**config.mk**
```make
export PLATFORM = sky130hd
export DESIGN_NAME = debounce_edge_array
export DESIGN_NICKNAME = d
export VERILOG_FILES = /design/src/rtl/debounce_edge_array.sv
export SDC_FILE = /design/constraint.sdc
export NUM_CORES = 1
export LEC_CHECK = 0
export CORE_MARGIN = 5
export CORE_UTILIZATION = 30
export DETAILED_ROUTE_END_ITERATION = 7
export PLACE_DENSITY = 0.48
export SYNTH_ARGS = -nofsm -noshare
export SYNTH_HDL_FRONTEND = slang
export SYNTH_SLANG_ARGS = --single-unit
```
**constraint.sdc**
```tcl
create_clock -name clk -period 4.4 [get_ports clk]
set_input_delay 0.66 -clock clk [delete_from_list [all_inputs] [get_ports clk]]
set_output_delay 0.66 -clock clk [all_outputs]
set_load 0.05 [all_outputs]
```
**src/rtl/debounce_edge_array.sv**
```systemverilog
// debounce_edge_array: per-channel synchroniser, glitch-reject FSM and edge/press pulse
// generation for push-buttons and switches, with optional auto-repeat while held.
//
// state     | meaning
// ----------+---------------------------------------------------------------
// S_STABLE  | synchronised input matches o_level; repeat timer may run
// S_CONFIRM | input differs from o_level; counting ticks before committing
module debounce_edge_array #(
    parameter int N_CH           = 8,
    parameter int CLK_HZ         = 100_000_000,
    parameter int TICK_HZ        = 1000,
    parameter int DEBOUNCE_TICKS = 10,
    parameter int SYNC_STAGES    = 2,
    parameter int ACTIVE_HIGH    = 1,
    parameter int REPEAT_DELAY   = 0,
    parameter int REPEAT_PERIOD  = 100
) (
    input  logic            clk,
    input  logic            rst,
    input  logic [N_CH-1:0] i_in,
    output logic [N_CH-1:0] o_level,
    output logic [N_CH-1:0] o_rise,
    output logic [N_CH-1:0] o_fall,
    output logic [N_CH-1:0] o_press
);

    localparam int DIV  = CLK_HZ / TICK_HZ;
    localparam int PW   = (DIV > 1) ? $clog2(DIV) : 1;
    localparam int DW   = (DEBOUNCE_TICKS > 1) ? $clog2(DEBOUNCE_TICKS) : 1;
    localparam int RMAX = (REPEAT_DELAY > REPEAT_PERIOD) ? REPEAT_DELAY : REPEAT_PERIOD;
    localparam int RW   = (RMAX > 0) ? $clog2(RMAX + 1) : 1;

    localparam logic            PRESSED    = (ACTIVE_HIGH != 0);
    localparam logic [N_CH-1:0] RELEASED_V = {N_CH{~PRESSED}};
    localparam bit              REPEAT_EN  = (REPEAT_DELAY > 0);

    typedef enum logic {
        S_STABLE  = 1'b0,
        S_CONFIRM = 1'b1
    } state_e;

    logic [PW-1:0]   pre_q;
    logic [PW-1:0]   pre_d;
    logic            tick;

    logic [N_CH-1:0] sync_q [SYNC_STAGES];
    logic [N_CH-1:0] s;

    state_e          state_q [N_CH];
    state_e          state_d [N_CH];
    logic [DW-1:0]   dcnt_q  [N_CH];
    logic [DW-1:0]   dcnt_d  [N_CH];
    logic [RW-1:0]   rcnt_q  [N_CH];
    logic [RW-1:0]   rcnt_d  [N_CH];

    // arm: repeats allowed (set by a press commit, cleared by any bounce)
    // rrun: first repeat already issued, later repeats use REPEAT_PERIOD
    logic [N_CH-1:0] arm_q, arm_d;
    logic [N_CH-1:0] rrun_q, rrun_d;
    logic [N_CH-1:0] level_q, level_d;
    logic [N_CH-1:0] rise_q, rise_d;
    logic [N_CH-1:0] fall_q, fall_d;
    logic [N_CH-1:0] press_q, press_d;

    // Shared tick prescaler: wraps every DIV cycles, tick marks the wrap cycle.
    always_comb begin
        tick  = (pre_q == PW'(DIV - 1));
        pre_d = tick ? '0 : pre_q + PW'(1);
    end

    // Prescaler register.
    always_ff @(posedge clk or negedge rst) begin
        if (!rst) pre_q <= '0;
        else      pre_q <= pre_d;
    end

    // Input synchroniser, reset to the released level so no false edge after reset.
    always_ff @(posedge clk or negedge rst) begin
        if (!rst) begin
            for (int k = 0; k < SYNC_STAGES; k++) sync_q[k] <= RELEASED_V;
        end else begin
            sync_q[0] <= i_in;
            for (int k = 1; k < SYNC_STAGES; k++) sync_q[k] <= sync_q[k-1];
        end
    end

    assign s = sync_q[SYNC_STAGES-1];

    // Per-channel next state: glitch rejection, commit, and auto-repeat timing.
    always_comb begin
        for (int c = 0; c < N_CH; c++) begin
            state_d[c] = state_q[c];
            dcnt_d[c]  = dcnt_q[c];
            rcnt_d[c]  = rcnt_q[c];
            arm_d[c]   = arm_q[c];
            rrun_d[c]  = rrun_q[c];
            level_d[c] = level_q[c];
            rise_d[c]  = 1'b0;
            fall_d[c]  = 1'b0;
            press_d[c] = 1'b0;
            case (state_q[c])
                S_STABLE: begin
                    if (s[c] != level_q[c]) begin
                        state_d[c] = S_CONFIRM;
                        dcnt_d[c]  = '0;
                        rcnt_d[c]  = '0;
                        arm_d[c]   = 1'b0;
                        rrun_d[c]  = 1'b0;
                    end else if (REPEAT_EN && arm_q[c] && (level_q[c] == PRESSED) && tick) begin
                        if (!rrun_q[c] && (rcnt_q[c] == RW'(REPEAT_DELAY - 1))) begin
                            press_d[c] = 1'b1;
                            rcnt_d[c]  = '0;
                            rrun_d[c]  = 1'b1;
                        end else if (rrun_q[c] && (rcnt_q[c] == RW'(REPEAT_PERIOD - 1))) begin
                            press_d[c] = 1'b1;
                            rcnt_d[c]  = '0;
                        end else begin
                            rcnt_d[c]  = rcnt_q[c] + RW'(1);
                        end
                    end
                end
                S_CONFIRM: begin
                    // A return to the committed level wins over a same-cycle tick.
                    if (s[c] == level_q[c]) begin
                        state_d[c] = S_STABLE;
                    end else if (tick) begin
                        if (dcnt_q[c] == DW'(DEBOUNCE_TICKS - 1)) begin
                            level_d[c] = ~level_q[c];
                            rise_d[c]  = ~level_q[c];
                            fall_d[c]  = level_q[c];
                            press_d[c] = ((~level_q[c]) == PRESSED);
                            arm_d[c]   = ((~level_q[c]) == PRESSED);
                            rrun_d[c]  = 1'b0;
                            rcnt_d[c]  = '0;
                            dcnt_d[c]  = '0;
                            state_d[c] = S_STABLE;
                        end else begin
                            dcnt_d[c]  = dcnt_q[c] + DW'(1);
                        end
                    end
                end
                default: begin
                    state_d[c] = S_STABLE;
                end
            endcase
        end
    end

    // Per-channel state, counters and registered output pulses.
    always_ff @(posedge clk or negedge rst) begin
        if (!rst) begin
            for (int c = 0; c < N_CH; c++) begin
                state_q[c] <= S_STABLE;
                dcnt_q[c]  <= '0;
                rcnt_q[c]  <= '0;
            end
            arm_q   <= '0;
            rrun_q  <= '0;
            level_q <= RELEASED_V;
            rise_q  <= '0;
            fall_q  <= '0;
            press_q <= '0;
        end else begin
            for (int c = 0; c < N_CH; c++) begin
                state_q[c] <= state_d[c];
                dcnt_q[c]  <= dcnt_d[c];
                rcnt_q[c]  <= rcnt_d[c];
            end
            arm_q   <= arm_d;
            rrun_q  <= rrun_d;
            level_q <= level_d;
            rise_q  <= rise_d;
            fall_q  <= fall_d;
            press_q <= press_d;
        end
    end

    assign o_level = level_q;
    assign o_rise  = rise_q;
    assign o_fall  = fall_q;
    assign o_press = press_q;

endmodule

```
Word-level counts from Yosys, hierarchy flattened
Cells that the tools add are included.

Register bits after elaboration: 97. Input port bits: 10. Logic and storage cells: 272.

$add $sub $neg: 9. Eq/ne operators: 49. Mux-type cells: 145. Bitwise operators: 24. Reduce and logical (&&, ||, !) cells: 16.

Operators by type and width (count): $mux W4 (32); $mux W1 (96); $pmux W4 S2 (8); $ne A2 B2 Y1 const B (24); $add A4 B1 Y4 const B (8); $eq A4 B4 Y1 const B (8); $reduce_and A4 Y1 (8); $not A1 Y1 (24); $reduce_and A3 Y1 (8); $add A17 B1 Y17 const B (1); $eq A17 B17 Y1 const B (1); $mux W17 (1); $pmux W1 S2 (8); $eq A1 B1 Y1 (8); $ne A1 B1 Y1 (8).

Longest topological paths before layout
Gate-level depths: netlist (run 1).

Depth after elaboration: 5. Depth in mapped cells: 9.

Least setup slack after synthesis (run 1)
No wires, ideal clock.

Path type: reg-to-reg. From: register pre_q[14]. To: register level_q[5] (netlist: o_level[5]). Data arrival time: 1.920 ns. Setup slack: 2.355 ns. Cell stages (with the launch flop): 8. Buffers on the path: 2. Cells stage by stage: dfrtp_1 > or4b_4 > nor3_4 > and2_1 > buf_6 > buf_12 > nand3_4 > mux2_4.

Cells in the longest elaborated chain, start to end: 2.

Ends and longest elaborated chain: start: declaration (RTL line 42) `logic [PW-1:0] pre_q;`; start signal: assignment (RTL line 74) `else pre_q <= pre_d;`; $eq A17 B17 Y1 (RTL line 67) `tick = (pre_q == PW'(DIV - 1));`; $reduce_and A4 Y1 (no source line); end signal: assignment (RTL line 171) `level_q <= level_d;`; end: declaration (RTL line 60) `logic [N_CH-1:0] level_q, level_d;`.

No other way between the ends. A chain may end at the register's enable or synchronous reset.

Worst setup path after layout (run 1)
From: register pre_q[14]. To: register level_q[7] (netlist: o_level[7]).

The elaborated chain is that of the path after synthesis.

==> run summary, run 1 <==
P_sw = 0.383 mW
DRT antenna net count = 0
GPL Wtd Cong = 0.770
Via density = 4.96
layout cell share with drive strength beyond 1 = 9.94%
Final Core Density = 36.1%
routed len/inst = 13.4 um
RSZ-0062 raised after global routing = false
CTS max path bufs = 2
Net Sw Frac = 21.0%
TritonCTS buffer count = 9
Startpoint Class = flip-flop
Hold Path Sink = s[7]
setup bufs post-CTS = 0
DRC violations left = 0
max-slew violation count = 0
Leak = 2.34 nW
Seq/Total Area, Yosys = 52.6%
port bufs = 41
share of the synthesized area in the top cell type = 52.6%
# diodes = 0
Hold Path Origin = sync_q[15]
Commonest cells post-synth = 97 x dfrtp_1, 42 x nand3_1, 33 x nand2_1
Final Cycle Share = 61.7%
Slew headroom = 33.4%
crit path max fanout = 35
Final setup violation count = 0
Int Pwr = 1.45 mW
Remaining Overflow, GRT = 0
post-CTS sizing = 0
total negative slack = 0 ns
H-Tree Depth = 3
Iter 0 DRT Violations = 161
row cnt = 45
Cell Area, Synth = 0.00461 mm2
total wire length = 8750 um
Period minus WS final = 2.72 ns
Worst-Margin Slew = 1.00 ns
library cells used by synthesis = 50
root buffer cell = clkbuf_16
Comb power frac = 2.7%
CP Data Required Time = 4.64 ns
initial antenna violation count = 0
#FFs+latches synth = 97
most frequently used cell type in the post-synthesis netlist = dfrtp_1
depth of the worst hold-timing path = 0
Layout Skew = 0.0107 ns
height of the die = 134 um
clock sinks = 97
Avg Inst Size Synth = 10.9 um2
Die ar. = 0.0180 mm2
I/O pin count = 42
final hold vios = 0
via count of the first global-routing pass = 3,161
Die Width = 134 um
Async SR Flop Fraction = 100%
Top FF cell, synth = dfrtp_1
clock group share of total power = 47.1%
reg2reg path depth = 6
syn_nets = 452
Synth Instances = 425
sequential share of power = 50.2%
reg2reg end = o_level[7]
Post-synth EDFFs = 0
critical path type = reg2reg
GRT Util Overall = 10.4%
first-pass GRT wire length = 15,000 um
r2r startpoint = pre_q[14]
Worst R2R Setup Slack = 1.68 ns
synth top area cells = dfrtp_1 53%, ha_1 4.6%, nand3_1 4.6%, nor3b_1 3.3%, xnor2_1 3.0%
hold buffer count at cts = 0
Yosys warnings = 0
WP data arrival = 2.95 ns
Layout Nets = 485
clk slew on worst S/H paths = 0.07 ns
First-pass DRT Iterations = 4
Synth area leader = dfrtp_1
Initial Utilization = 30.5%
DR vias = 3,230
PD cells = 334 mW/mm2
Core ar. = 0.0151 mm2
worst-skew pair later-pin latency = 0.35 ns
maximum clock frequency = 368 MHz
pin count of the biggest net entering global routing = 80
Crit. End Element = flip-flop
CTS tree = yes
worst hold path type = reg2reg
total power = 1.83 mW
Post-DP HPWL = 5650 um
Max Cap Viol = 0
status = completed
Layout Area Growth over Synthesis = 18.6%
VDD IR max = 0.276 mV
==> flip-flops by register name, summed over array words and instances (netlist names) <==
signal,cells
pre_q,17
state_q,8
s,8
sync_q,8
o_level,8
o_press,8
o_fall,8
dcnt_q,32
==> cells by family (layout without fill, tap and decap cells) <==
logic type / Yosys count / after routing / share of synthesized area (%)
and+or+nand+nor: 164 / 164 / 20.5
DFF: 97 / 97 / 52.6
AOI/OAI and AO/OA: 70 / 70 / 9.85
buffers and inverters: 41 / 79 / 4.77
xor gates and xnor gates: 25 / 25 / 4.75
adders and majority gates: 17 / 17 / 4.61
muxes: 11 / 11 / 2.85
==> stage by stage <==
step	hold WS (ns)	instance area, um2	worst slack (ns)	instances
2_1_floorplan	0.331	4610	2.36	425
3_3_place_gp	0.335	5140	1.74	635
3_5_place_dp	0.335	5140	1.68	635
4_1_cts	0.348	5470	1.67	651
5_1_grt	0.351	5470	1.51	651
6_report	0.346	5470	1.68	651
==> power groups by stage <==
stage | clock, mW | combinational (mW) | sequential [mW]
6_report | 0.862 | 0.0489 | 0.918
5_1_grt | 0.934 | 0.0571 | 0.919
4_1_cts | 0.904 | 0.0510 | 0.917
3_5_place_dp | 0 | 0.0507 | 0.935
3_3_place_gp | 0 | 0.0509 | 0.934
2_1_floorplan | 0 | 0.0267 | 0.926
==> placed cells by master, fill, tap and decap left out, drive strengths merged, types with 3 or more instances in the layout <==
cell type	count
dfrtp	97
nand3	45
clkdlybuf4s50	40
nand2	34
nor2	25
nor3b	20
inv	18
ha	17
xnor2	16
o21ai	16
a31oi	15
a21oi	13
clkbuf	11
xor2	9
mux2	8
a31o	7
nand4b	7
nor3	6
buf	5
o311ai	5
nand3b	4
and3	4
nand4	4
o21bai	4
or4b	4
mux2i	3
o211ai	3
==> worst max path at each step <==
stage,startpoint,end,cells after the start,slack (ns)
floorplan,pre_q[14],o_level[5],7,2.36
global placement,pre_q[14],o_level[6],6,1.74
detailed placement,pre_q[14],o_level[7],6,1.68
CTS,pre_q[14],o_level[6],6,1.67
global route,pre_q[14],o_level[6],6,1.51
finish,pre_q[14],o_level[7],6,1.68
==> layer usage <==
layer / vias to the layer above / GRT usage, % / share of wire [%]
li1: 1580 / - / -
met1: 1588 / 12.7 / 46
met2: 50 / 17.0 / 48
met3: 12 / 3.38 / 4.1
met4: 0 / 4.23 / 1.5
met5: - / 0 / 0
==> critical path: stages, from the launching register on <==
cell and delay (ns):
dfrtp_1 0.40, or4b_4 0.58, nor3_4 0.25, and2_2 0.71, buf_4 0.27, nand3_4 0.08
mux2_4 0.31
==> area by class of cell <==
class                   count  area (um2)
repair buffers             45         438
clock inverters             5        77.6
flip-flops and latches     97        2430
fillers                  1459        9680
multi-input cells         287        1970
well taps                 188         235
inverters                  18        67.6
clock buffers              11         253
(Power assumes the default switching activity.)
==> inputs of run 2 (changes only) <==
Clock period 4.4 ns to 2.5 ns, I/O delays scaled along.
==> run 2 against run 1 <==
  * Utilization grew 0.36 points
  * Die area unchanged
  * Cell count is 0.77% higher
  * Routed wire length did not move
  * Via count increased by 1.0%
  * Combinational power rose by 88%
  * Worst hold slack better by 0.0033 ns
  * First-iteration DRC count grew 48%
  * Register-to-register slack got worse by 1.4 ns
  * Largest cell class unchanged
==> run summary, run 2 (synthesis gave the netlist of run 1 again) <==
status = completed
First-pass DRT Iterations = 4 (unchanged)
final worst slack = 0.284 ns (-1.40 ns)
CTS tree = yes
Initial Utilization = 30.5% (unchanged)
GRT Util Overall = 10.4% (-0.011 points)
Die ar. = 0.0180 mm2 (unchanged)
r2r startpoint = pre_q[14]
most frequent cells in the layout = 97 x dfrtp_1, 42 x nand3_1, 40 x clkdlybuf4s50_1
RSZ-0062 raised after global routing = false
Die Width = 134 um (unchanged)
Iter 0 DRT Violations = 238 (+48%)
Final setup violation count = 0 (unchanged)
max-slew violation count = 0 (unchanged)
clock sinks = 97 (unchanged)
Core ar. = 0.0151 mm2 (unchanged)
Final Cycle Share = 88.7% (+27 points)
VDD IR max = 0.319 mV (+15%)
clk slew on worst S/H paths = 0.07 ns (about the same)
Worst-Margin Slew = 0.577 ns (-0.422 ns)
Max Cap Viol = 0 (unchanged)
total negative slack = 0 ns (unchanged)
Global Route met3 Usage = 3.68% (+0.30 points)
Period minus WS final = 2.22 ns (-0.499 ns)
final instance area = 0.00552 mm2 (+0.98%)
sequence of cells on the critical path = or4b_4 > nor3_4 > and2_2 > buf_4 > nand3_1 > mux2_2
routed len/inst = 13.3 um (-0.76%)
placed cell areas = 0.00519 mm2 (+1.1%)
most common cell after layout, fill and taps aside = dfrtp_1
Remaining Overflow, GRT = 0 (unchanged)
height of the die = 134 um (unchanged)
final hold vios = 0 (unchanged)
max reg flops = 32 (unchanged)
post-CTS sizing = 0 (unchanged)
total wire length = 8750 um (unchanged)
first-pass GRT wire length = 15,200 um (+0.92%)
via count of the first global-routing pass = 3,190 (+0.92%)
Bufs and invs on worst path = 1 (unchanged)
port bufs = 41 (unchanged)
# diodes = 0 (unchanged)
CTS max path bufs = 2 (unchanged)
DRT antenna net count = 0 (unchanged)
Fin Hold WS = 0.350 ns (+0.00325 ns)
Hold Path Origin = sync_q[11]
Post-DP HPWL = 5900 um (+4.4%)
worst-skew pair later-pin latency = 0.35 ns (about the same)
critical path type = reg2reg
Top Family by Delay on Critical Path = simple AND/OR/NAND/NOR gates
initial antenna violation count = 0 (unchanged)
most flop-heavy register = dcnt_q
Crit. Startpoint = pre_q[14]
grt met1 use = 13.2% (+0.56 points)
DR vias = 3,263 (+1.0%)
DRC violations left = 0 (unchanged)
layout cell share with drive strength beyond 1 = 10.7% (+0.75 points)
Crit. End Element = flip-flop
met2 Use GR = 16.3% (-0.70 points)
dpl ws = 0.268 ns (-1.41 ns)
crit path max fanout = 12 (-66%)
Largest regs = dcnt_q (32), pre_q (17)
GPL Wtd Cong = 0.774 (+0.42%)
total power = 3.20 mW (+75%)
Layout Area Growth over Synthesis = 19.8%
PD cells = 578 mW/mm2 (+73%)
worst hold path type = reg2reg
pin count of the biggest net entering global routing = 47 (-41%)
Layout Skew = 0.00479 ns (-0.00592 ns)
global routing's busiest layer = met2
row cnt = 45 (unchanged)
Worst path max stage delay = 0.57 ns (-0.14 ns)
Via density = 4.97 (+0.25%)
root buffer cell = clkbuf_16
dpl cells = 639 (+0.63%)
Non-Filler Instances = 656 (+0.77%)
CP Data Required Time = 2.74 ns (-1.90 ns)
maximum clock frequency = 451 MHz (+23%)
TritonCTS buffer count = 9 (unchanged)
CP max-delay cell = or4b_4
Slew headroom = 61.2% (+28 points)
Layout Nets = 490 (+1.0%)
Final Core Density = 36.5% (+0.36 points)
WP data arrival = 2.45 ns (-0.50 ns)
H-Tree Depth = 3 (unchanged)
Leak = 2.36 nW (+0.87%)
Startpoint Class = flip-flop
I/O pin count = 42 (unchanged)
==> run 2: cell types whose count changed in the layout (fill, tap and decap cells not counted), sizes merged <==
cell / before / now
clkbuf: 11 / 9
inv: 18 / 19
clkinvlp: 1 / 2
dlygate4sd3: 0 / 1
buf: 5 / 9
==> run 2: area by class of cell <==
| type | instances | area (um2) |
|---|---|---|
| inverters | 18 | 67.6 |
| multi-input cells | 287 | 1970 |
| clock buffers | 9 | 225 |
| well taps | 188 | 235 |
| clock inverters | 7 | 93.8 |
| fillers | 1486 | 9620 |
| repair buffers | 50 | 503 |
| flip-flops and latches | 97 | 2430 |
==> run 2: path summary, 6_finish.rpt <==
kind / end / slack, ns / cells after the start
min reg2reg: s[3] / 0.35 / 0
max: o_level[0] / 0.28 / 6
max reg2reg: o_level[0] / 0.28 / 6
min in group asynchronous: o_fall[1] / 0.49 / 2
min: s[3] / 0.35 / 0
max in group asynchronous: sync_q[13] / 1.35 / 3
==> run 2: worst reg2reg max path, cell delays in order (launching register included) <==
cell and delay [ns]:
dfrtp_1 0.40, or4b_4 0.57, nor3_4 0.24, and2_2 0.22, buf_4 0.23, nand3_1 0.15
mux2_2 0.30
==> run 2: layer usage <==
metal	up-vias	part of all wire [%]
li1	1579	-
met1	1627	46
met2	52	48
met3	5	4.2
met4	0	1.2
met5	-	0
==> run 2: power by group <==
part	internal, mW	switching, mW
Clock	0.877	0.612
Sequential	1.59	0.0267
Combinational	0.0334	0.0585
Total	2.50	0.697
==> run 2: timing repair <==
action,CTS,global route
endpoints found under the hold margin,25,0
setup buffers,0,0
hold buffers,1,0
setup endpoints to repair,0,0
